===== src/rtl/muldiv_pkg.sv =====
// Shared types and encodings for the MULT/DIV sequencer and its watchdog counter.
package muldiv_pkg;

    localparam int CNT_W = 6;

    localparam logic OP_MULT  = 1'b0;
    localparam logic OP_DIV   = 1'b1;
    localparam logic SEL_MULT = 1'b0;
    localparam logic SEL_DIV  = 1'b1;

    typedef enum logic [2:0] {
        IDLE,
        RUN_MULT,
        RUN_DIV,
        WRITEBACK,
        EXC_DZ
    } seqState;

    function automatic logic kindToSel(input logic kind);
        return (kind == OP_DIV) ? SEL_DIV : SEL_MULT;
    endfunction

endpackage


===== src/rtl/muldiv_watchdog.sv =====
// Saturating RUN-cycle counter with clear/enable and a CYCLE_LIMIT-1 compare flag.
module muldiv_watchdog
    import muldiv_pkg::*;
#(
    parameter int CYCLE_LIMIT = 40
) (
    input  logic             clk,
    input  logic             reset,
    input  logic             clear,
    input  logic             enable,
    output logic [CNT_W-1:0] count,
    output logic             limitHit
);

    // NOTE: sequential state is assigned with <= so every register samples pre-edge values.
    always_ff @(posedge clk or negedge reset) begin
        if (!reset) begin
            count <= '0;
        end else if (clear) begin
            count <= '0;
        end else if (enable && (count != '1)) begin
            count <= count + CNT_W'(1);
        end
    end

    assign limitHit = (count == CNT_W'(CYCLE_LIMIT - 1));

endmodule


===== src/rtl/muldiv_sequencer.sv =====
// Control FSM that launches the iterative multiplier/divider and commits HI/LO
// or raises divide-by-zero / watchdog exceptions back to the control unit.
module muldiv_sequencer
    import muldiv_pkg::*;
#(
    parameter int CYCLE_LIMIT = 40
) (
    input  logic             clk,
    input  logic             reset,
    input  logic             op_valid,
    input  logic             op_is_div,
    input  logic             divisor_zero,
    input  logic             flush,
    output logic             op_ready,
    output logic             busy,
    output logic             mult_start,
    input  logic             mult_done,
    output logic             div_start,
    input  logic             div_done,
    output logic             MultOrDivHigh,
    output logic             MultOrDivLow,
    output logic             HIWrite,
    output logic             LOWrite,
    output logic             done,
    output logic             div_zero_exc,
    output logic             timeout_exc,
    output logic [CNT_W-1:0] last_cycles
);

    seqState          state, nextState;
    logic             opKind;
    logic             timeoutReg;
    logic             accept;
    logic             captureLast;
    logic             nextTimeout;
    logic             wdClear, wdEnable;
    logic [CNT_W-1:0] wdCount;
    logic             wdLimitHit;
    logic             firstRun;
    logic             doneSeen;
    logic             wbCommit;

    muldiv_watchdog #(.CYCLE_LIMIT(CYCLE_LIMIT)) uWatchdog (
        .clk      (clk),
        .reset    (reset),
        .clear    (wdClear),
        .enable   (wdEnable),
        .count    (wdCount),
        .limitHit (wdLimitHit)
    );

    // The counter is zero only in the first RUN cycle, which doubles as the start-pulse cycle.
    assign firstRun = (wdCount == '0);
    assign doneSeen = !firstRun &&
                      (((state == RUN_MULT) && mult_done) || ((state == RUN_DIV) && div_done));

    always_comb begin
        // NOTE: defaults first so no path through the case leaves a signal unassigned (no latches).
        nextState   = state;
        accept      = 1'b0;
        captureLast = 1'b0;
        nextTimeout = 1'b0;
        wdClear     = 1'b0;
        wdEnable    = 1'b0;
        case (state)
            IDLE: begin
                if (op_valid) begin
                    accept  = 1'b1;
                    wdClear = 1'b1;
                    if (!op_is_div)       nextState = RUN_MULT;
                    else if (divisor_zero) nextState = EXC_DZ;
                    else                   nextState = RUN_DIV;
                end
            end
            RUN_MULT, RUN_DIV: begin
                wdEnable = 1'b1;
                if (flush) begin
                    nextState = IDLE;
                end else if (doneSeen) begin
                    nextState   = WRITEBACK;
                    captureLast = 1'b1;
                end else if (wdLimitHit) begin
                    nextState   = IDLE;
                    nextTimeout = 1'b1;
                end
            end
            WRITEBACK: nextState = IDLE;
            EXC_DZ:    nextState = IDLE;
            default:   nextState = IDLE;
        endcase
    end

    always_ff @(posedge clk or negedge reset) begin
        if (!reset) begin
            state       <= IDLE;
            opKind      <= OP_MULT;
            timeoutReg  <= 1'b0;
            last_cycles <= '0;
        end else begin
            state      <= nextState;
            timeoutReg <= nextTimeout;
            if (accept)      opKind      <= op_is_div ? OP_DIV : OP_MULT;
            if (captureLast) last_cycles <= wdCount;
        end
    end

    // A same-cycle flush must cancel the commit, so the write strobes are the one input-gated output.
    assign wbCommit = (state == WRITEBACK) && !flush;

    assign op_ready      = (state == IDLE);
    assign busy          = (state == RUN_MULT) || (state == RUN_DIV) || (state == WRITEBACK);
    assign mult_start    = (state == RUN_MULT) && firstRun;
    assign div_start     = (state == RUN_DIV) && firstRun;
    assign HIWrite       = wbCommit;
    assign LOWrite       = wbCommit;
    assign done          = wbCommit;
    assign div_zero_exc  = (state == EXC_DZ);
    assign timeout_exc   = timeoutReg;
    assign MultOrDivHigh = kindToSel(opKind);
    assign MultOrDivLow  = kindToSel(opKind);

endmodule

===== config.mk =====
export PLATFORM = sky130hd
export DESIGN_NAME = muldiv_sequencer
export DESIGN_NICKNAME = d
export VERILOG_FILES = /design/src/rtl/muldiv_pkg.sv /design/src/rtl/muldiv_watchdog.sv /design/src/rtl/muldiv_sequencer.sv
export SDC_FILE = /design/constraint.sdc
export NUM_CORES = 1
export LEC_CHECK = 0
export ABC_AREA = 1
export CORE_MARGIN = 3
export CORE_UTILIZATION = 43
export DETAILED_ROUTE_END_ITERATION = 6
export PLACE_DENSITY_LB_ADDON = 0.25
export SLEW_MARGIN = 20
export SYNTH_ARGS = -nofsm -noshare
export SYNTH_HDL_FRONTEND = slang
export SYNTH_SLANG_ARGS = --single-unit

===== constraint.sdc =====
create_clock -name clk -period 1.22 [get_ports clk]
set_clock_uncertainty 0.05 [all_clocks]
set_input_delay 0.244 -clock clk [delete_from_list [all_inputs] [get_ports clk]]
set_output_delay 0.244 -clock clk [all_outputs]
set_load 0.01 [all_outputs]

Word level (Yosys, flattened, before mapping). Index checks and enable logic that the tools add are counted.

Output and inout bits: 17. Logic and storage cells: 52. Register bits: 17.

Reduce and logical (&&, ||, !) cells: 17. Equal/unequal tests: 8. Multiplexer cells: 21. $add $sub $neg: 1.

Operators by type and width (count): two-way mux 3 bit (6); two-way mux 1 bit (12); two-way mux 6 bit (2); logical AND 1 bit (7); adder 6 x 1 -> 6 bit, second input constant (1); equality test 3 x 2 -> 1 bit, second input constant (2); equality test 6 bit, second input constant (1); zero test 6 bit (1); inequality test 6 bit, second input constant (1); one-hot mux 3 bit (2 select lines) (1); inequality test 4 x 3 -> 1 bit, second input constant (1); equality test 3 x 1 -> 1 bit, second input constant (1); equality test 3 bit, second input constant (1); zero test 3 bit (1); logical OR 1 bit (3); zero test 1 bit (2); inequality test 2 bit, second input constant (1); AND reduction 2 bit (1); nonzero test 2 bit (1); OR reduction 2 bit (1).

Longest topological paths before layout.
Depth in word-level cells: 7. Mapped depth: 8.

Hierarchy. Synthesis repeated with hierarchy kept, for this count alone.

Cells, all modules: 136. Area total of the unflattened synthesis: 1016.0 um^2.

Modules (own cells, without submodules): muldiv_sequencer (area each 623.1 um^2, times used 1, cells each 81, seq. area each 275.3 um^2); muldiv_watchdog (area each 392.9 um^2, times used 1, cells each 55, seq. area each 150.1 um^2).

Worst setup path before layout. OpenSTA, ideal clock, no wires.

Path kind: flip-flop to output port. Start: register state[2]. End: output port LOWrite. Arrival: 1244 ps. Path buffers: 1. Data required time: 926 ps. Setup slack: -318 ps. Stages on the path, launching flop included: 3. Cell sequence: dfrtp_1 -> nor4_1 -> buf_4.

Cells in the longest elaborated chain, start to end: 2.

RTL lines: start, declared (line muldiv_sequencer.sv:30) `seqState state, nextState;`; start signal, assigned (line muldiv_sequencer.sv:100) `state <= nextState;`; equality test 3 x 2 -> 1 bit (line muldiv_sequencer.sv:108) `assign wbCommit = (state == WRITEBACK) && !flush;`; logical AND 1 bit (line muldiv_sequencer.sv:108); end, declared (line muldiv_sequencer.sv:23) `output logic LOWrite,`.

Every way passes these cells.

Worst setup path in the final report.
Start: register uWatchdog.count[1]. End: output port div_start.

Cells in the longest elaborated chain, start to end: 2.

RTL lines: start, declared (line muldiv_watchdog.sv:11) `output logic [CNT_W-1:0] count,`; start signal, assigned (line muldiv_watchdog.sv:22) `count <= count + CNT_W'(1);`; zero test 6 bit (line muldiv_sequencer.sv:53) `assign firstRun = (wdCount == '0);`; logical AND 1 bit (line muldiv_sequencer.sv:113) `assign div_start = (state == RUN_DIV) && firstRun;`; end, declared (line muldiv_sequencer.sv:18) `output logic div_start,`.

Every way passes these cells.

==> impl_metrics.csv <==
group,metric,value,unit
clock_tree,cts_tree,"built",
sta,rsz0062_at_grt,"yes",
flow_run,drv_cap,0,
logic_synthesis,yosysTopAreaCell,"dfrtp_1",
power,ir_drop,1380,uV
route,drc,0,
logic_synthesis,syn_area,968,um^2
floorplanning,die_area,0.00286,mm^2
sta,slew_violations,0,
final_layout,final_common_cell,"buf_4",
route,num_vias,1227,
logic_synthesis,synth_nets,126,
global_route,antenna_found_initial,0,
sta,worst_pin_slew,256,ps
critical_path,r2r_setup_slack,-450,ps
critical_path,reg2reg_to,"state[1]$_DFFE_PN0P_",
clock_tree,root_buffer,"clkbuf_4",
final_layout,seqCellArea,427,um^2
global_route,gr-total-overflow,0,
logic_synthesis,syn_inst,116,
hold_path,hold_class,"input pin to asynchronous set/reset pin",
placement,io_buffers,24,
final_layout,mostFrequentLayoutCells,"buf_4, buf_6, dfrtp_1, nand2_1, buf_2",
route,wl_per_cell,20.5,um
sta,whs,244,ps
critical_path,arrival,1380,ps
sta,fin_crit,1680,ps
final_layout,antenna_cells,0,
placement,pre_cts_slack,-728,ps
sta,layout_setup_ws,-457,ps
critical_path,cp-start-kind,"register",
sta,slew_headroom,0.829,
logic_synthesis,ys_seq_area_frac,0.439,
critical_path,crit_required,930,ps
run_status,outcome,"complete, but fails checks",
critical_path,crit_start,"uWatchdog.count[1]$_DFFE_PN0P_",
global_route,grt_max_degree,18,
power,power.total,3.77,mW
route,drt_iter0_drc,38,
clock_tree,ctsHoldBuffers,0,
clock_tree,clk_latency,300,ps
route,firstDrtPassIters,4,
placement,hpwl,2.14,mm
placement,globalplace.congestion,0.963,
critical_path,cp_max_fo,3,
logic_synthesis,yosys-top-cells-area,"dfrtp_1, nand2_1, o21ai_2, nand3_1, nand2_2",
critical_path,cp-end-kind,"primary output",
global_route,grt_usage,0.286,
floorplanning,fp-row-count,16,
logic_synthesis,synth_top_area_share,0.439,
clock_tree,cts.clk_slew.worst_paths,110,ps
logic_synthesis,yosys_warnings,0,
sta,setup_tns,-8670,ps
floorplanning,die_width,53.5,um
power,power.density,2070,mW/mm^2
sta,hold_viol,0,
clock_tree,htree_levels,1,
final_layout,syn2layout_area_growth,88.2,%
floorplanning,initial_core_util,0.474,
sta,setup_viol,26,
clock_tree,numCtsBuffers,3,
sta,period_share,1.37,
route,ant_nets,0,
clock_tree,cts.sinks,17,
clock_tree,clockBufferDepth,2,
critical_path,r2r-start,"state[0]$_DFFE_PN0P_",
floorplanning,core,0.00204,mm^2
final_layout,drive_above_1_share,0.628,
power,p_leak,0.891,nW
logic_synthesis,ys_types,20,
final_layout,multi_input_area,659,um^2
final_layout,fin_nets,202,
global_route,grt_pass1_vias,1235,
run_status,violations,"negative setup slack",
global_route,grt_pass1_wl,5.69,mm
route,routed_wl,4.48,mm
critical_path,r2r_cells,12,
critical_path,crit_type,"register to primary output",
floorplanning,ios,25,
logic_synthesis,ys_ff_latch,17,
floorplanning,die_y,53.5,um
sta,fmax,596,MHz
route,routed_via_density,5.63,
final_layout,n_fill_cell,76,
logic_synthesis,synth.avg_cell_area,8.35,um^2
==> power breakdown <==
group          leakage, nW  switching, mW  total, mW  internal [mW]
Clock               0.0150          0.193      0.320          0.127
Combinational        0.648           1.40       2.66           1.26
Sequential           0.228         0.0991      0.789          0.690
Total                0.891           1.70       3.77           2.07
==> cell type report <==
| class | instances | share of cell area |
|---|---|---|
| flip-flops and latches | 17 | 0.234 |
| inverters | 14 | 0.0316 |
| repair buffers | 75 | 0.340 |
| multi-input cells | 81 | 0.362 |
| clock buffers | 4 | 0.0144 |
| well taps | 27 | 0.0185 |
==> layer usage <==
layer,share of wire,track usage,vias up,wire [um]
li1,-,-,530,-
met1,0.37,0.309,580,1670
met2,0.49,0.514,87,2190
met3,0.074,0.0394,30,332
met4,0.065,0.174,0,291
met5,0,0,-,0
==> synth_stat cells <==
library cell and count:
nand2_1 24, dfrtp_1 17, nand3_1 10, inv_1 9, nor2_1 8, nand2_2 7
o21ai_1 6, o21ai_2 6, inv_2 5, nand4_1 5, nand3_2 4, buf_4 3
a21oi_1 2, ha_1 2, nor3_1 2, xor2_1 2, a21oi_2 1, buf_6 1
nor2_4 1, nor4_1 1
==> cells by family after synthesis <==
kind of cell,Yosys count,synth area share
AOI/OAI and AO/OA,15,0.105
xor gates and xnor gates,2,0.0181
adders and majority gates,2,0.0258
buffers and inverters,18,0.0891
DFF,17,0.439
and+or+nand+nor,62,0.323
==> flip-flops by register name, summed over array words and instances, names as in the netlist <==
register and cells:
last_cycles 6, uWatchdog.count 6, state 3, opKind 1
timeout_exc 1
==> critical path, stage by stage (launching register included) <==
cell,delay (ps)
dfrtp_1,400
inv_2,80
ha_4,130
nand4_1,150
nor2_1,160
buf_2,160
==> stage by stage <==
step / util / cells / cell area, um^2
finish: 0.893 / 218 / 1820
global placement: 0.720 / 191 / 1470
detailed placement: 0.720 / 191 / 1470
CTS: 0.874 / 215 / 1780
global route: 0.893 / 218 / 1820
floorplan: - / 116 / 1010
==> worst max-delay path by stage <==
stage	end	slack [ps]
final	div_start	-460
after floorplan	last_cycles[0]$_DFFE_PN0N_	-50
after global routing	div_start	-540
after global placement	LOWrite	-680
after CTS	done	-390
after detailed placement	done	-730
==> timing repair <==
| item | CTS | global route |
|---|---|---|
| setup endpoints to repair | 34 | 33 |
| buffers inserted | 21 | 3 |
| pin swaps | 16 | 10 |
| gates resized for setup | 98 | 21 |
| gates cloned | 0 | 0 |
(Power assumes the default switching activity.)
==> variant 1 (same settings) <==
Make the reset (`reset`) synchronous in 2 clocked blocks.
--- a/src/rtl/muldiv_watchdog.sv
+++ b/src/rtl/muldiv_watchdog.sv
@@ -15,3 +15,3 @@
     // NOTE: sequential state is assigned with <= so every register samples pre-edge values.
-    always_ff @(posedge clk or negedge reset) begin
+    always_ff @(posedge clk) begin
         if (!reset) begin
--- a/src/rtl/muldiv_sequencer.sv
+++ b/src/rtl/muldiv_sequencer.sv
@@ -92,3 +92,3 @@
 
-    always_ff @(posedge clk or negedge reset) begin
+    always_ff @(posedge clk) begin
         if (!reset) begin
Function: differs if reset is asserted again (counterexample within 4 cycles, from zero or initial values and one cycle with reset low); with reset held inactive, the same outputs for 10 cycles.
==> variant 1 against the original RTL <==
Total power increased by 7.7%. Design area increased by 3.5%. Synthesized area decreased by 3.5%. Register-to-register slack improved by 50 ps. Worst setup slack improved by 20 ps. Cell count increased by 0.92%. Wire length increased by 0.33%. Via count increased by 3.1%. Fmax increased by 1.2%. Non-clock buffer count increased by 1. Utilization increased by 5.0 points. Sequential cell count unchanged. The flow still finishes with violations (setup timing).
==> variant 1: results <==
metrics = {
    "run_status": {
        "status": "finished, violations left",
        "violations": "setup timing",
    },
    "routing": {
        "wl_per_cell_um": 20.4,
        "vias": 1265,
        "dr_wl_met3_um": 233,
        "drt_iter0_drc": 21,
        "highest_layer": "met4",
        "wl_met2_um": 2260,
        "wl_met1_um": 1650,
    },
    "place": {
        "dp_slack_ps": -703,
        "gp_congestion": 0.846,
        "dpl.hpwl_um": 1830,
    },
    "yosys": {
        "ys_types": 30,
        "synth_warnings": 0,
        "synthTopCellsByCount": "dfxtp_1 (17), nand2_1 (16), nor2_1 (10), a21oi_1 (9), inv_1 (8)",
        "synth_compound_area_share_pct": 17.4,
        "yosysSeqAreaShare_pct": 36.4,
        "ys.flop_type": "dfxtp_1",
        "synthAdderAreaFrac_pct": 2.68,
        "synth_fp_nets": 127,
        "synth_xor_area_share_pct": 0.937,
        "synthTopCellsByArea": "dfxtp_1 (36%), nand2_1 (6.4%), a21oi_1 (4.8%), a21oi_2 (4.7%), nand3_2 (4.3%)",
        "ys_async_sr_fraction_pct": 0,
    },
    "hold_path": {
        "holdPathEnd": "last_cycles[2]$_SDFFE_PN0N_",
        "min_path_type": "flip-flop to flip-flop",
    },
    "global_route": {
        "grt_use_met2_pct": 55.0,
        "grtUsageTotal_pct": 30.4,
        "grt_pass1_vias": 1243,
        "grt_pass1_wl_um": 5930,
        "grt_max_degree": 11,
        "use_met3_pct": 5.70,
        "gr-usage-met1_pct": 30.4,
    },
    "timing": {
        "setup_viol": 24,
        "max_slew_margin_pct": 83.7,
        "timing.final.ws_setup_ps": -437,
        "hold_ws_ps": 462,
    },
    "setup_path": {
        "worst_path_largest_cell_delay_ps": 350,
        "reg2regPathDepth": 9,
        "worst-path-max-fanout": 3,
        "crit_family": "flip-flops",
        "slowest_stage": "dfxtp_2",
        "crit_arrival_ps": 1360,
        "regToRegStartpoint": "uWatchdog.count[0]$_SDFFE_PP0P_",
        "rrSetupSlack_ps": -400,
        "r2r-end": "state[0]$_SDFFE_PN0P_",
    },
    "power": {
        "ir_drop_mv": 1.65,
        "power_leakage_uw": 0.000861,
    },
    "layout": {
        "nFillCells": 58,
        "drive_above_1_share_pct": 76.2,
        "fin_nets": 204,
    },
}
==> variant 1: stage by stage <==
stage          cell area, µm²  instances  setup TNS, ps
2_1_floorplan             971        117           -560
3_3_place_gp             1400        189          -7100
3_5_place_dp             1400        189          -8010
4_1_cts                  1770        210          -4930
5_1_grt                  1890        220          -8790
6_report                 1890        220          -7370
==> variant 1: what timing repair did <==
action	4_1_cts	5_1_grt
pin swaps	21	17
hold buffers	0	0
gates cloned	1	0
setup endpoints to repair	33	31
buffers inserted	16	11
gates resized for setup	112	28
==> variant 1: cell type report <==
type | count | area (µm²) | share of cell area, %
multi-input combinational | 81 | 758 | 40.2
timing repair buffer | 76 | 626 | 33.2
sequential | 17 | 357 | 18.9
inverter | 14 | 73.8 | 3.91
tap | 27 | 33.8 | 1.79
clock buffer | 3 | 22.5 | 1.19
timing repair inverter | 1 | 11.3 | 0.597
clock inverter | 1 | 5.00 | 0.265
==> variant 1: worst reg2reg max path: cells and delay by family (launching register included) <==
family                     cells  cell delay (ps)
and+or+nand+nor                4              510
buffers and inverters          3              430
DFF                            1              350
adders and majority gates      1              120
AOI/OAI and AO/OA              1               60
==> variant 1: worst max-delay path by stage <==
stage,end,startpoint,cells past startpoint
2_1_floorplan,state[0]$_SDFFE_PN0P_,state[1]$_SDFFE_PN0P_,9
6_report,div_start,uWatchdog.count[0]$_SDFFE_PP0P_,5
3_3_place_gp,HIWrite,flush,3
5_1_grt,div_start,uWatchdog.count[0]$_SDFFE_PP0P_,5
4_1_cts,div_start,uWatchdog.count[1]$_SDFFE_PP0P_,5
3_5_place_dp,HIWrite,flush,3
==> variant 1: power by group <==
part / internal (µW) / switching (µW) / total, µW
sequential: 676 / 117 / 793
combinational: 1410 / 1520 / 2920
clock: 123 / 221 / 343
total: 2200 / 1850 / 4060
==> variant 2 (same flow settings) <==
Without the edit above. `CNT_W`: 6 -> 7.
--- a/src/rtl/muldiv_pkg.sv
+++ b/src/rtl/muldiv_pkg.sv
@@ -3,3 +3,3 @@
 
-    localparam int CNT_W = 6;
+    localparam int CNT_W = 7;
 
Interface: changed (resized last_cycles); port bits go from 25 to 26. No check against the original RTL was run, so the function may have changed too.
==> variant 2 against the original RTL <==
Highest routed layer unchanged. Total power grew 1.4%. Synthesized area increased by 15%. Fmax decreased by 7.5%. Worst setup slack got worse by 140 ps. Design area grew 7.8%. Die area up 13%. The run still ends with setup timing left. Critical endpoint is now mult_start. Largest cell class unchanged. Wire length down 7.1%. Sequential cell count rose by 2.
==> variant 2: results <==
metrics = {
    "yosys": {
        "synth_top_area_share_pct": 42.6,
        "synth_warnings": 0,
        "synthTopCellsByArea": "dfrtp_1 (43%), nand2_1 (8.4%), nand2_2 (5.6%), o21ai_2 (5.5%), inv_1 (4.4%)",
        "ys_types": 24,
        "synth_fp_nets": 140,
        "synthTopCellsByCount": "nand2_1 (25), dfrtp_1 (19), inv_1 (13), nor2_1 (11), nand2_2 (10)",
        "yosysSeqAreaShare_pct": 42.6,
        "syn_avg_cell_area_um2": 8.59,
    },
    "place": {
        "placed_area_um2": 1610,
        "dpl.hpwl_um": 2020,
        "portBuffers": 25,
        "placed_cells": 207,
        "gp_congestion": 0.866,
    },
    "timing": {
        "setup_viol": 28,
        "timing.final.ws_setup_ps": -592,
        "finalSetupTns_ps": -10550,
        "worst_pin_slew_ps": 300,
        "hold_violations": 0,
    },
    "power": {
        "switching_share_pct": 42.9,
        "ir_drop_mv": 1.72,
        "power_leakage_uw": 0.000972,
    },
    "run_status": {
        "violations": "setup timing",
        "status": "finished, violations left",
    },
    "clocking": {
        "worstSkewPairLatency_ps": 320,
    },
    "routing": {
        "first_pass_iters": 4,
        "wl_per_cell_um": 17.8,
        "drt_iter0_drc": 72,
        "vias_per_cell": 5.51,
    },
    "layout": {
        "top_regs": "last_cycles x7, uWatchdog.count x7, state x3",
        "fin_nets": 217,
        "antenna_cells": 0,
        "instances_no_fill": 234,
        "drive_above_1_share_pct": 62.6,
    },
    "setup_path": {
        "worst-path-max-fanout": 3,
        "crit_arrival_ps": 1520,
        "cp-startpoint": "uWatchdog.count[0]$_DFFE_PN0P_",
        "regToRegStartpoint": "uWatchdog.count[0]$_DFFE_PN0P_",
    },
    "hold_path": {
        "min_path_type": "input port to async pin",
    },
    "global_route": {
        "grtUsageTotal_pct": 22.1,
        "grt_pass1_vias": 1221,
        "grt_max_degree": 20,
        "grt_pass1_wl_um": 5600,
    },
}
## variant 2: cell type report
| type | instances | area, µm² |
|---|---|---|
| Fill cell | 113 | 375 |
| Multi-Input combinational cell | 92 | 719 |
| Clock inverter | 1 | 5.00 |
| Sequential cell | 19 | 477 |
| Clock buffer | 3 | 22.5 |
| Inverter | 15 | 61.3 |
| Tap cell | 28 | 35.0 |
| Timing Repair Buffer | 76 | 644 |
## variant 2: path summary, 6_finish.rpt
path / to / slack, ps / cells after the start
max in group asynchronous: state[2]$_DFFE_PN0P_ / 690 / 2
min in group clk: last_cycles[0]$_DFFE_PN0N_ / 440 / 2
min reg2reg: last_cycles[0]$_DFFE_PN0N_ / 440 / 2
min: uWatchdog.count[1]$_DFFE_PN0P_ / 190 / 2
max reg2reg: state[1]$_DFFE_PN0P_ / -500 / 10
max: mult_start / -590 / 6
## variant 2: timing repair
| item | CTS | global route |
|---|---|---|
| setup endpoints to repair | 37 | 31 |
| hold buffers | 0 | 0 |
| cloned | 1 | 0 |
| hold endpoints to repair | 0 | 0 |
| pin swaps | 10 | 11 |
| resized for setup | 92 | 32 |
| setup buffers | 17 | 7 |
## variant 2: power groups by stage
stage	Clock [µW]	Combinational [µW]	Sequential, µW
final	337	2620	859
after global routing	379	2790	875
after floorplan	0	885	917
after global placement	0	1640	854
after CTS	331	2040	846
after detailed placement	0	1680	864
## variant 2: worst max-delay path, stage by stage, from the launching register on
cell     delay, ps
dfrtp_1        410
inv_2           90
ha_4           130
nor3b_4        180
nand2_2        110
nor2_2         130
buf_2          140
## variant 2: kinds of logic after synthesis
group           share of synthesized area (%)
buf+inv                                  8.30
fa+ha+maj                                2.24
compound gates                           9.86
simple gates                             37.0
flops                                    42.6
## variant 2: routing by layer
metal,up-vias,part of all wire (%),GRT usage [%]
met1,621,38,25.9
li1,579,-,-
met4,0,5.6,11.9
met5,-,0,0
met2,68,51,37.4
met3,22,5.2,4.98
## variant 2: through the flow
step	util (%)	setup WS, ps
3_3_place_gp	68.7	-673
4_1_cts	77.0	-548
5_1_grt	84.0	-667
2_1_floorplan	-	-154
3_5_place_dp	68.7	-694
6_report	84.0	-592
